--- src/rtl/seven_seg_scanner_if.sv ---
`default_nettype none
// ============================================================================
// Module      : seven_seg_scanner_if
// Description : Bundles the datapath-facing control inputs and the
//               board-facing display outputs of the 7-segment scanner.
// Revision    : 1.0 - initial release
// ============================================================================
interface seven_seg_scanner_if #(
   parameter int NUM_DIGITS   = 4,
   parameter int BRIGHT_WIDTH = 3
);
   logic [4*NUM_DIGITS-1:0] digits;
   logic [NUM_DIGITS-1:0]   dp_in;
   logic [NUM_DIGITS-1:0]   blank;
   logic                    lzs_en;
   logic [BRIGHT_WIDTH-1:0] brightness;
   logic [6:0]              seg;
   logic                    dp;
   logic [NUM_DIGITS-1:0]   an;
   logic                    frame_tick;

   // Datapath side: supplies values, observes the display pins
   modport master (
      output digits, dp_in, blank, lzs_en, brightness,
      input  seg, dp, an, frame_tick
   );

   // Scanner side
   modport slave (
      input  digits, dp_in, blank, lzs_en, brightness,
      output seg, dp, an, frame_tick
   );
endinterface
`default_nettype wire

--- src/rtl/seven_seg_scanner.sv ---
`default_nettype none
// ============================================================================
// Module      : seven_seg_scanner
// Description : Time-multiplexed N-digit common-anode 7-segment driver with
//               per-frame snapshot, hex decode, dp/blank control, leading-zero
//               suppression and PWM brightness. All outputs registered.
// Revision    : 1.0 - initial release
// ============================================================================
module seven_seg_scanner #(
   parameter int NUM_DIGITS   = 4,
   parameter int REFRESH_DIV  = 100000,
   parameter int BRIGHT_WIDTH = 3
) (
   input  wire logic          clk,
   input  wire logic          reset,
   seven_seg_scanner_if.slave bus
);

   localparam int c_STEPS = 1 << BRIGHT_WIDTH;
   localparam int c_STEP  = REFRESH_DIV / c_STEPS;
   localparam int c_CNT_W = (REFRESH_DIV > 1) ? $clog2(REFRESH_DIV) : 1;
   localparam int c_IDX_W = (NUM_DIGITS > 1) ? $clog2(NUM_DIGITS) : 1;
   localparam logic [c_CNT_W-1:0]    c_CNT_LAST  = c_CNT_W'(REFRESH_DIV - 1);
   localparam logic [c_IDX_W-1:0]    c_IDX_LAST  = c_IDX_W'(NUM_DIGITS - 1);
   localparam logic [NUM_DIGITS-1:0] c_DIG0_MASK = ~(NUM_DIGITS'(1));

   // Reject parameter sets for which the PWM step would not be an integer
   if (NUM_DIGITS < 1 || REFRESH_DIV < c_STEPS || (REFRESH_DIV % c_STEPS) != 0) begin : g_param_check
      $error("seven_seg_scanner: REFRESH_DIV must be a multiple of 2**BRIGHT_WIDTH, at least 2**BRIGHT_WIDTH, and NUM_DIGITS >= 1");
   end

   logic [c_CNT_W-1:0]      r_cnt;
   logic [c_IDX_W-1:0]      r_idx;
   logic [4*NUM_DIGITS-1:0] r_snap_digits;
   logic [NUM_DIGITS-1:0]   r_snap_dp;
   logic [NUM_DIGITS-1:0]   r_snap_blank;
   logic                    r_snap_lzs;
   logic [BRIGHT_WIDTH-1:0] r_snap_bright;
   logic [6:0]              r_seg;
   logic                    r_dp;
   logic [NUM_DIGITS-1:0]   r_an;
   logic                    r_frame_tick;

   logic                    w_frame_start;
   logic [4*NUM_DIGITS-1:0] w_cur_digits;
   logic [NUM_DIGITS-1:0]   w_cur_dp;
   logic [NUM_DIGITS-1:0]   w_cur_blank;
   logic                    w_cur_lzs;
   logic [BRIGHT_WIDTH-1:0] w_cur_bright;
   logic [3:0]              w_nib [NUM_DIGITS];
   logic [NUM_DIGITS-1:0]   w_zero_from;
   logic [NUM_DIGITS-1:0]   w_suppress;
   logic [3:0]              w_nib_sel;
   logic [6:0]              w_dec;
   logic [31:0]             w_on_limit;
   logic                    w_pwm_on;
   logic [6:0]              w_seg_next;
   logic                    w_dp_next;
   logic [NUM_DIGITS-1:0]   w_an_next;

   assign w_frame_start = (r_cnt == '0) && (r_idx == '0);

   // On the frame-start cycle the live inputs are used directly so the very
   // first output cycle of the frame already reflects the new snapshot.
   assign w_cur_digits = w_frame_start ? bus.digits     : r_snap_digits;
   assign w_cur_dp     = w_frame_start ? bus.dp_in      : r_snap_dp;
   assign w_cur_blank  = w_frame_start ? bus.blank      : r_snap_blank;
   assign w_cur_lzs    = w_frame_start ? bus.lzs_en     : r_snap_lzs;
   assign w_cur_bright = w_frame_start ? bus.brightness : r_snap_bright;

   // Prescaler and digit index: cnt wraps every slot, idx steps per slot
   always_ff @(posedge clk) begin
      if (reset) begin
         r_cnt <= '0;
         r_idx <= '0;
      end else if (r_cnt == c_CNT_LAST) begin
         r_cnt <= '0;
         r_idx <= (r_idx == c_IDX_LAST) ? '0 : r_idx + c_IDX_W'(1);
      end else begin
         r_cnt <= r_cnt + c_CNT_W'(1);
      end
   end

   // Capture all display controls once per frame
   always_ff @(posedge clk) begin
      if (reset) begin
         r_snap_digits <= '0;
         r_snap_dp     <= '0;
         r_snap_blank  <= '0;
         r_snap_lzs    <= 1'b0;
         r_snap_bright <= '0;
      end else if (w_frame_start) begin
         r_snap_digits <= bus.digits;
         r_snap_dp     <= bus.dp_in;
         r_snap_blank  <= bus.blank;
         r_snap_lzs    <= bus.lzs_en;
         r_snap_bright <= bus.brightness;
      end
   end

   // w_zero_from[k]: nibble k and every higher nibble are zero
   for (genvar k = 0; k < NUM_DIGITS; k++) begin : g_nib
      assign w_nib[k] = w_cur_digits[4*k +: 4];
      if (k == NUM_DIGITS - 1) begin : g_top
         assign w_zero_from[k] = (w_nib[k] == 4'h0);
      end else begin : g_mid
         assign w_zero_from[k] = (w_nib[k] == 4'h0) && w_zero_from[k+1];
      end
   end

   // Digit 0 is never suppressed so an all-zero value still reads "0"
   assign w_suppress = w_cur_lzs ? (w_zero_from & c_DIG0_MASK) : '0;
   assign w_nib_sel  = w_nib[r_idx];

   // Anode is on for the first (brightness+1) PWM steps of each slot
   assign w_on_limit = (32'(w_cur_bright) + 32'd1) * 32'(c_STEP);
   assign w_pwm_on   = (32'(r_cnt) < w_on_limit);

   // Hex to active-low {g,f,e,d,c,b,a}
   always_comb begin
      w_dec = 7'h7F;
      case (w_nib_sel)
         4'h0: w_dec = 7'b1000000;
         4'h1: w_dec = 7'b1111001;
         4'h2: w_dec = 7'b0100100;
         4'h3: w_dec = 7'b0110000;
         4'h4: w_dec = 7'b0011001;
         4'h5: w_dec = 7'b0010010;
         4'h6: w_dec = 7'b0000010;
         4'h7: w_dec = 7'b1111000;
         4'h8: w_dec = 7'b0000000;
         4'h9: w_dec = 7'b0010000;
         4'hA: w_dec = 7'b0001000;
         4'hB: w_dec = 7'b0000011;
         4'hC: w_dec = 7'b1000110;
         4'hD: w_dec = 7'b0100001;
         4'hE: w_dec = 7'b0000110;
         4'hF: w_dec = 7'b0001110;
         default: w_dec = 7'h7F;
      endcase
   end

   // Next display pin values for the current slot; dark unless lit
   always_comb begin
      w_an_next  = '1;
      w_seg_next = 7'h7F;
      w_dp_next  = 1'b1;
      if (!w_cur_blank[r_idx] && w_pwm_on) begin
         if (!w_suppress[r_idx]) begin
            w_an_next  = ~(NUM_DIGITS'(1) << r_idx);
            w_seg_next = w_dec;
            w_dp_next  = ~w_cur_dp[r_idx];
         end else if (w_cur_dp[r_idx]) begin
            // Suppressed digit keeps its decimal point visible
            w_an_next  = ~(NUM_DIGITS'(1) << r_idx);
            w_dp_next  = 1'b0;
         end
      end
   end

   // Register every output so anode and segment changes are glitch-free
   always_ff @(posedge clk) begin
      if (reset) begin
         r_an         <= '1;
         r_seg        <= 7'h7F;
         r_dp         <= 1'b1;
         r_frame_tick <= 1'b0;
      end else begin
         r_an         <= w_an_next;
         r_seg        <= w_seg_next;
         r_dp         <= w_dp_next;
         r_frame_tick <= w_frame_start;
      end
   end

   assign bus.an         = r_an;
   assign bus.seg        = r_seg;
   assign bus.dp         = r_dp;
   assign bus.frame_tick = r_frame_tick;

endmodule
`default_nettype wire

--- src/flat_wrapper.sv ---
// flat-port wrapper written by rule: the top's interface ports become plain ports
module seven_seg_scanner_flat 
#(
   parameter int NUM_DIGITS   = 4,
   parameter int REFRESH_DIV  = 100000,
   parameter int BRIGHT_WIDTH = 3
)
  (clk, reset, bus_digits, bus_dp_in, bus_blank, bus_lzs_en, bus_brightness, bus_seg, bus_dp, bus_an, bus_frame_tick);
  seven_seg_scanner_if #(.NUM_DIGITS(NUM_DIGITS), .BRIGHT_WIDTH(BRIGHT_WIDTH)) bus_i ();
  input  wire logic clk;
  input  wire logic reset;
  input wire logic [$bits(bus_i.digits)-1:0] bus_digits;
  input wire logic [$bits(bus_i.dp_in)-1:0] bus_dp_in;
  input wire logic [$bits(bus_i.blank)-1:0] bus_blank;
  input wire logic [$bits(bus_i.lzs_en)-1:0] bus_lzs_en;
  input wire logic [$bits(bus_i.brightness)-1:0] bus_brightness;
  output wire logic [$bits(bus_i.seg)-1:0] bus_seg;
  output wire logic [$bits(bus_i.dp)-1:0] bus_dp;
  output wire logic [$bits(bus_i.an)-1:0] bus_an;
  output wire logic [$bits(bus_i.frame_tick)-1:0] bus_frame_tick;
  assign bus_i.digits = bus_digits;
  assign bus_i.dp_in = bus_dp_in;
  assign bus_i.blank = bus_blank;
  assign bus_i.lzs_en = bus_lzs_en;
  assign bus_i.brightness = bus_brightness;
  assign bus_seg = bus_i.seg;
  assign bus_dp = bus_i.dp;
  assign bus_an = bus_i.an;
  assign bus_frame_tick = bus_i.frame_tick;
  seven_seg_scanner #(.NUM_DIGITS(NUM_DIGITS), .REFRESH_DIV(REFRESH_DIV), .BRIGHT_WIDTH(BRIGHT_WIDTH)) u_core (.clk(clk), .reset(reset), .bus(bus_i));
endmodule
--- config.mk ---
export PLATFORM = sky130hd
export DESIGN_NAME = seven_seg_scanner_flat
export DESIGN_NICKNAME = d
export VERILOG_FILES = /design/src/rtl/seven_seg_scanner_if.sv /design/src/rtl/seven_seg_scanner.sv /design/src/flat_wrapper.sv
export SDC_FILE = /design/constraint.sdc
export NUM_CORES = 1
export LEC_CHECK = 0
export CELL_PAD_IN_SITES_DETAIL_PLACEMENT = 1
export CELL_PAD_IN_SITES_GLOBAL_PLACEMENT = 1
export CORE_MARGIN = 3
export CORE_UTILIZATION = 35
export DETAILED_ROUTE_END_ITERATION = 10
export PLACE_DENSITY_LB_ADDON = 0.1
export REMOVE_ABC_BUFFERS = 1
export SYNTH_ARGS = -nofsm -noshare
export SYNTH_HDL_FRONTEND = slang
export SYNTH_SLANG_ARGS = --single-unit
export TNS_END_PERCENT = 5
--- constraint.sdc ---
create_clock -name clk -period 7.6 [get_ports clk]
set_input_delay 1.52 -clock clk [delete_from_list [all_inputs] [get_ports clk]]
set_output_delay 1.52 -clock clk [all_outputs]
set_load 0.01 [all_outputs]
### Word-level counts from Yosys, hierarchy flattened

Memories as Yosys holds them, arrays and structs flattened. A register that Yosys moved wholly into a read port is not among the register bits.
Index checks and enable logic that the tools add are counted.

| storage, ports and cells | value |
|---|---|
| register bits | 53 |
| bits in latches | 0 |
| RAM bits | 0 |
| memory bits (read-only) | 112 |
| memories | 1 |

Memory list:

| name | words | width | rd ports | clocked after memory_dff | write ports | RTL line | source |
|---|---|---|---|---|---|---|---|
| (no name shown) | 16 | 7 | 1 | 1 | 0 | seven_seg_scanner.sv:122 | `case (w_nib_sel)` |

| operators by class | value |
|---|---|
| $add $sub $neg | 3 |
| multipliers | 1 |
| div/mod/pow operators | 0 |
| order comparisons | 3 |
| equality and inequality tests | 2 |
| shifts and indexed selects | 1 |
| mux-type cells | 20 |
| bitwise logic cells | 4 |
| reduce and logical (&&, ||, !) cells | 13 |

Operators by type and width:

| cell | count |
|---|---|
| $lt 17x32->1 | 1 |
| $mul 32x12->30 const B | 1 |
| $mux 4 | 7 |
| $add 17x1->17 const B | 1 |
| $eq 17x17->1 const B | 1 |
| $logic_not 17->1 | 1 |
| $mux 16 | 1 |
| $logic_not 4->1 | 3 |
| $bmux 4 s2 | 1 |
| $bmux 1 s2 | 3 |
| $mux 1 | 6 |
| $add 3x1->4 const B | 1 |
| $logic_and 1x1->1 | 4 |
| $not 4->4 | 1 |
| $reduce_or 2->1 | 2 |
| $shl 1x2->4 const A | 1 |
| $ge 3x3->1 const B | 1 |
| $lt 2x3->1 const B | 1 |
| $mux 3 | 1 |
| $not 2->3 | 1 |
| $reduce_or 3->1 | 1 |
| $add 2x1->2 const B | 1 |
| $eq 2x2->1 const B | 1 |
| $logic_not 2->1 | 1 |
| 3 further kinds | 4 |

### Longest topological paths before layout

| depth | value |
|---|---|
| word-level depth | 10 |
| gate-level depth with buffers | 32 |
| gate-level depth less buffers | 28 |

### Worst setup path after synthesis

Ideal clock, no wire load.

| timing | value |
|---|---|
| kind | flip-flop to flip-flop |
| start | register u_core.r_idx[0] |
| end | register u_core.r_seg[2], in the netlist u_core.bus.seg[2] |
| library setup time | 0.095 ns |
| data arrival time | 6.444 ns |
| slack | 1.061 ns |
| stages on the path, launching flop included | 32 |
| path buffers | 4 |
| clock period less this slack | 6.539 ns |
| cell sequence | dfxtp_1 -> clkbuf_1 -> inv_1 -> buf_1 -> ha_1 -> nand4bb_1 -> nor3_4 -> nand2_4 -> buf_6 -> buf_2 -> mux2i_1 -> inv_1 -> ha_1 -> xnor2_1 -> inv_1 -> fa_1 -> inv_1 -> ha_1 -> and3b_1 -> o21a_1 -> o21a_1 -> o21a_1 -> o2111a_1 -> o21ai_0 -> xor2_1 -> ha_1 -> nor2_1 -> a2111oi_0 -> o21ai_0 -> a211oi_2 -> nor3_4 -> o311ai_1 |

| on the way | value |
|---|---|
| elaborated cells on any way between the ends | 27 |

RTL lines:

| element | RTL line | source |
|---|---|---|
| from (decl) | seven_seg_scanner.sv:33 | `logic [c_IDX_W-1:0] r_idx;` |
| from (signal assigned) | seven_seg_scanner.sv:78 | `r_idx <= (r_idx == c_IDX_LAST) ? '0 : r_idx + c_IDX_W'(1);` |
| $logic_not 2->1 | seven_seg_scanner.sv:61 | `assign w_frame_start = (r_cnt == '0) && (r_idx == '0);` |
| $logic_and 1x1->1 | seven_seg_scanner.sv:61 |  |
| $mux 3 | seven_seg_scanner.sv:69 | `assign w_cur_bright = w_frame_start ? bus.brightness : r_snap_bright;` |
| named net u_core.w_cur_bright[0] | seven_seg_scanner.sv:49 | `logic [BRIGHT_WIDTH-1:0] w_cur_bright;` |
| $add 3x1->4 | seven_seg_scanner.sv:116 | `assign w_on_limit = (32'(w_cur_bright) + 32'd1) * 32'(c_STEP);` |
| $mul 32x12->30 | seven_seg_scanner.sv:116 |  |
| $lt 17x32->1 | seven_seg_scanner.sv:117 | `assign w_pwm_on = (32'(r_cnt) < w_on_limit);` |
| $logic_and 1x1->1 | seven_seg_scanner.sv:148 | `if (!w_cur_blank[r_idx] && w_pwm_on) begin` |
| $not 1->1 (no line) | - |  |
| $reduce_or 3->1 (no line) | - |  |
| to (decl) | seven_seg_scanner.sv:39 | `logic [6:0] r_seg;` |

The timed path passes the listed nets, and every way through them passes these cells. The select of a mux whose other input is x is not followed.
A chain may end at the register's enable or synchronous reset.

### Worst setup path after layout

| timing | value |
|---|---|
| start | input bus_brightness[0] |
| end | register u_core.r_an[2], in the netlist u_core.bus.an[2] |

| on the way | value |
|---|---|
| word-level cells in the longest chain between the ends | 7 |

Ends and longest elaborated chain:

| element | RTL line | source |
|---|---|---|
| from (decl) | flat_wrapper.sv:16 | `input wire logic [$bits(bus_i.brightness)-1:0] bus_brightness;` |
| $mux 3 | seven_seg_scanner.sv:69 |  |
| named net u_core.w_cur_bright[0] | seven_seg_scanner.sv:49 |  |
| $add 3x1->4 | seven_seg_scanner.sv:116 |  |
| $mul 32x12->30 | seven_seg_scanner.sv:116 |  |
| $lt 17x32->1 | seven_seg_scanner.sv:117 |  |
| $logic_and 1x1->1 | seven_seg_scanner.sv:148 |  |
| $not 1->1 (no line) | - |  |
| $reduce_or 2->1 (no line) | - |  |
| to (signal assigned) | seven_seg_scanner.sv:169 | `r_an <= w_an_next;` |
| to (decl) | seven_seg_scanner.sv:41 | `logic [NUM_DIGITS-1:0] r_an;` |

The timed path passes the listed nets, and every way through them passes these cells.

==> reports/summary.md <==
* cells taking the most area after synthesis: sky130_fd_sc_hd__dfxtp_1 32%, sky130_fd_sc_hd__ha_1 14%, sky130_fd_sc_hd__nand2_1 5.1%
* power density cells: 221.0 mW/mm^2
* share of synthesized flip-flops with an asynchronous set or reset: 0
* standard cell with the maximum stage delay on the critical path: sky130_fd_sc_hd__a211oi_2
* initial detailed-routing violation count: 90
* pin count of the biggest net entering global routing: 36
* number of nets in the final layout: 544
* leftover overflow at the end of global routing: 0
* clock-pin slew on the worst setup and hold paths: 0.07 ns
* CP cell instances: clkdlybuf4s50_1 > mux2i_1 > inv_1 > ha_1 > xnor2_1 > inv_1 > fa_1 > inv_1 > ha_1 > and3b_1 > o21a_1 > o21a_1 > o21a_1 > o2111a_1 > o21ai_0 > xor2_1 > ha_1 > nor2_1 > a2111oi_0 > o21ai_0 > a211oi_2 > a211oi_1 > nand2_1
* final antenna-violating net count: 0
* Hold Vio Cnt, Final: 0
* Worst Hold Class: reg2reg
* TNS Setup: 0 ns
* part of the cycle the worst path needs: 0.8697
* final worst clock skew: 0.02247 ns
* Residual DRC: 0
* insertion delay to the later sink of the worst-skew pair: 0.34 ns
* total of cells resized after clock tree synthesis: 0
* chip height: 110.2 um
* Cell variety after synth: 57
* Worst Setup Path Type: in2reg
* cts bufs inserted: 9
* Root Buffer Master: sky130_fd_sc_hd__clkbuf_8
* TritonCTS clock tree: done
* YS warnings: 0
* final-layout fill cell count: 1231
* sequential fraction of the synthesis area: 0.3161
* CTS H-tree depth: 3
* maximum root-to-sink buffer count: 2
* IO Count: 43
* initial antenna violation count: 0
* Worst IR Drop VDD: 0.0001196 V
* dominant register cell in the synthesized netlist: sky130_fd_sc_hd__dfxtp_1
* sort of element at the start of the critical path: primary input
* vias per inst: 5.332
* final weighted congestion of routability-driven global placement: 0.7850
* sequential cell area: 0.001201 sq mm
* family with the most delay on the worst path: compound AO/OA/AOI/OAI gates
* global-route wire length before repair: 16980 um
* Post-synth EDFFs: 0
* Area growth syn-to-layout: 20.84%
* number of setup buffers added after CTS: 0
* # Max-Cap Violations: 0
* Critical path buffers and inverters: 4
* share of Yosys cell area claimed by the top area cell type: 0.3161
* total routed wirelength: 10500 um
* count of hold-fix buffers inserted at cts: 0
* number of vias in the routed layout: 3258
* floorplan die area: 0.01214 sq mm
* flip-flop and latch count after synthesis: 60
* Highest Clock Rate: 151.3 MHz
* data arrival at the endpoint of the critical path: 6.88 ns
* number of antenna repair diodes: 0
* final max-slew violation count: 0
* most area-hungry cell type in the Yosys netlist: sky130_fd_sc_hd__dfxtp_1
* number of global-route vias before repair: 3315
* layout cell share with drive strength beyond 1: 0.09053
* Worst-Margin Slew: 0.6666 ns
* Starting Density: 0.3632
* leakage: 1.982 nW
* area of the multi-input gates: 0.002431 sq mm
* total placed instance area: 0.004365 sq mm
* Die Width: 110.2 um
* number of detailed-routing iterations run before antenna repair: 4
* Final setup viols: 0
* critical path fanouts, max: 6
* Layout Cell Area excl Fill: 0.004592 sq mm
* number of placement rows: 37
* average wire length per cell after detail routing: 17.19 um
* worst slew slack as a fraction of its limit: 0.5429
* peak per-stage delay on the critical path: 0.48 ns
* estimated wirelength of the detail-placed design: 8010 um
* Mean Syn Cell Area: 8.899 sq um
* cell count after synthesis: 427
* capturing element type of the critical path: flop
* RSZ-0062 raised after global routing: no
* post-synthesis cell area: 0.003800 sq mm
* Port-buffer cells: 42
* Placeable Area: 0.01046 sq mm
* global-route usage over all layers: 0.1812
* result of the run: finished clean
* worst endpoint required time: 7.87 ns
* Clock Sinks: 60
* min cycle time layout: 6.609 ns
## state kept, by name, summed over array words and instances, names as in the netlist
register               flops
u_core.r_snap_lzs          1
u_core.bus.dp              1
u_core.r_snap_digits      16
u_core.bus.frame_tick      1
u_core.r_snap_bright       3
u_core.r_cnt              17
u_core.bus.an              4
u_core.bus.seg             7
u_core.r_snap_dp           4
u_core.r_snap_blank        4
u_core.r_idx               2
## cell type report
| type | count | area share |
|---|---|---|
| multi-input combinational | 325 | 0.5294 |
| tap | 136 | 0.03706 |
| clock inverter | 5 | 0.01853 |
| sequential | 60 | 0.2616 |
| inverter | 26 | 0.02125 |
| clock buffer | 11 | 0.03079 |
| timing repair buffer | 48 | 0.1014 |
## layer usage
metal / track usage / vias up / wire (um)
met5: 0 / - / 0
met4: 0.03958 / 0 / 82
met3: 0.03262 / 7 / 302
met2: 0.3245 / 33 / 5387
met1: 0.2263 / 1603 / 4729
li1: - / 1615 / -
## placed cells by master (no fill, tap or decap), drive strengths merged, types with 2 or more instances in the layout
cell type / count
o211ai: 3
nor2: 31
nor3: 11
buf: 6
nand2: 53
xnor2: 10
a21o: 6
inv: 26
clkinv: 2
and3: 3
mux4: 8
clkdlybuf4s50: 42
or3: 9
o21a: 4
nand3: 19
o31ai: 2
a211oi: 6
nand2b: 2
bufinv: 2
dfxtp: 60
mux2: 4
a31oi: 6
a21oi: 26
ha: 43
clkbuf: 11
o221ai: 3
nor4: 8
nand4: 2
xor2: 10
or2: 4
mux2i: 19
o21ai: 13
## power by group
part | leakage, nW | internal, mW | total, mW | switching (mW)
clock network | 0.110 | 0.195 | 0.330 | 0.135
registers | 0.492 | 0.337 | 0.349 | 0.0112
logic | 1.38 | 0.155 | 0.336 | 0.181
## per-stage QoR
step / setup slack [ns] / util / power, mW / hold WS (ns) / cells
floorplan: 1.183 / - / 0.5787 / 0.4213 / 411
global placement: 0.7811 / 0.4172 / 0.6847 / 0.4361 / 595
detailed placement: 0.6061 / 0.4172 / 0.6961 / 0.4486 / 595
CTS: 1.008 / 0.4389 / 1.031 / 0.4579 / 611
global route: 0.5078 / 0.4389 / 1.086 / 0.4738 / 611
finish: 0.9905 / 0.4389 / 1.015 / 0.4555 / 611
## worst reg2reg max path: cells and delay by family, from the launching register on
kind | cells | cell delay, ns
mux | 1 | 0.43
compound gates | 9 | 2.16
flops | 1 | 0.41
xor+xnor | 2 | 0.39
fa+ha+maj | 4 | 1.23
simple gates | 6 | 1.32
buf+inv | 3 | 0.38
## synth_stat cells, types with 2 or more instances
master / n
sky130_fd_sc_hd__a211oi_1: 5
sky130_fd_sc_hd__clkbuf_1: 11
sky130_fd_sc_hd__nor4_1: 8
sky130_fd_sc_hd__xnor2_1: 10
sky130_fd_sc_hd__ha_1: 43
sky130_fd_sc_hd__mux2_4: 2
sky130_fd_sc_hd__nor3_4: 2
sky130_fd_sc_hd__nand3_1: 19
sky130_fd_sc_hd__dfxtp_1: 60
sky130_fd_sc_hd__nand2b_1: 2
sky130_fd_sc_hd__o221ai_1: 3
sky130_fd_sc_hd__nor2_1: 31
sky130_fd_sc_hd__o21ai_0: 13
sky130_fd_sc_hd__o211ai_1: 2
sky130_fd_sc_hd__a21o_1: 6
sky130_fd_sc_hd__o31ai_1: 2
sky130_fd_sc_hd__or2_2: 4
sky130_fd_sc_hd__nand4_1: 2
sky130_fd_sc_hd__buf_1: 2
sky130_fd_sc_hd__mux2_2: 2
sky130_fd_sc_hd__a21oi_1: 26
sky130_fd_sc_hd__xor2_1: 10
sky130_fd_sc_hd__inv_1: 26
sky130_fd_sc_hd__buf_2: 2
sky130_fd_sc_hd__mux2i_1: 19
sky130_fd_sc_hd__nand2_1: 52
sky130_fd_sc_hd__a31oi_1: 6
sky130_fd_sc_hd__nor3_1: 9
sky130_fd_sc_hd__mux4_2: 7
sky130_fd_sc_hd__o21a_1: 4
sky130_fd_sc_hd__and3_1: 3
sky130_fd_sc_hd__or3_1: 9
## logic make-up (layout without fill, tap and decap cells)
| group | count (synthesis) | after routing | share of synthesized area |
|---|---|---|---|
| muxes | 31 | 31 | 0.1123 |
| buffers and inverters | 42 | 90 | 0.04412 |
| xor gates and xnor gates | 20 | 20 | 0.04610 |
| adders and majority gates | 44 | 44 | 0.1469 |
| AOI/OAI and AO/OA | 81 | 81 | 0.1406 |
| and+or+nand+nor | 149 | 149 | 0.1939 |
| DFF | 60 | 60 | 0.3161 |
## final timing paths
check	startpoint	endpoint	slack (ns)	cells past startpoint
max	bus_brightness[0]	u_core.bus.an[2]	0.99	23
min reg2reg	u_core.r_snap_blank[0]	u_core.r_snap_blank[0]	0.46	2
max reg2reg	u_core.r_cnt[8]	u_core.bus.an[2]	1.22	25
min	u_core.r_snap_blank[0]	u_core.r_snap_blank[0]	0.46	2
(Power assumes the default switching activity.)
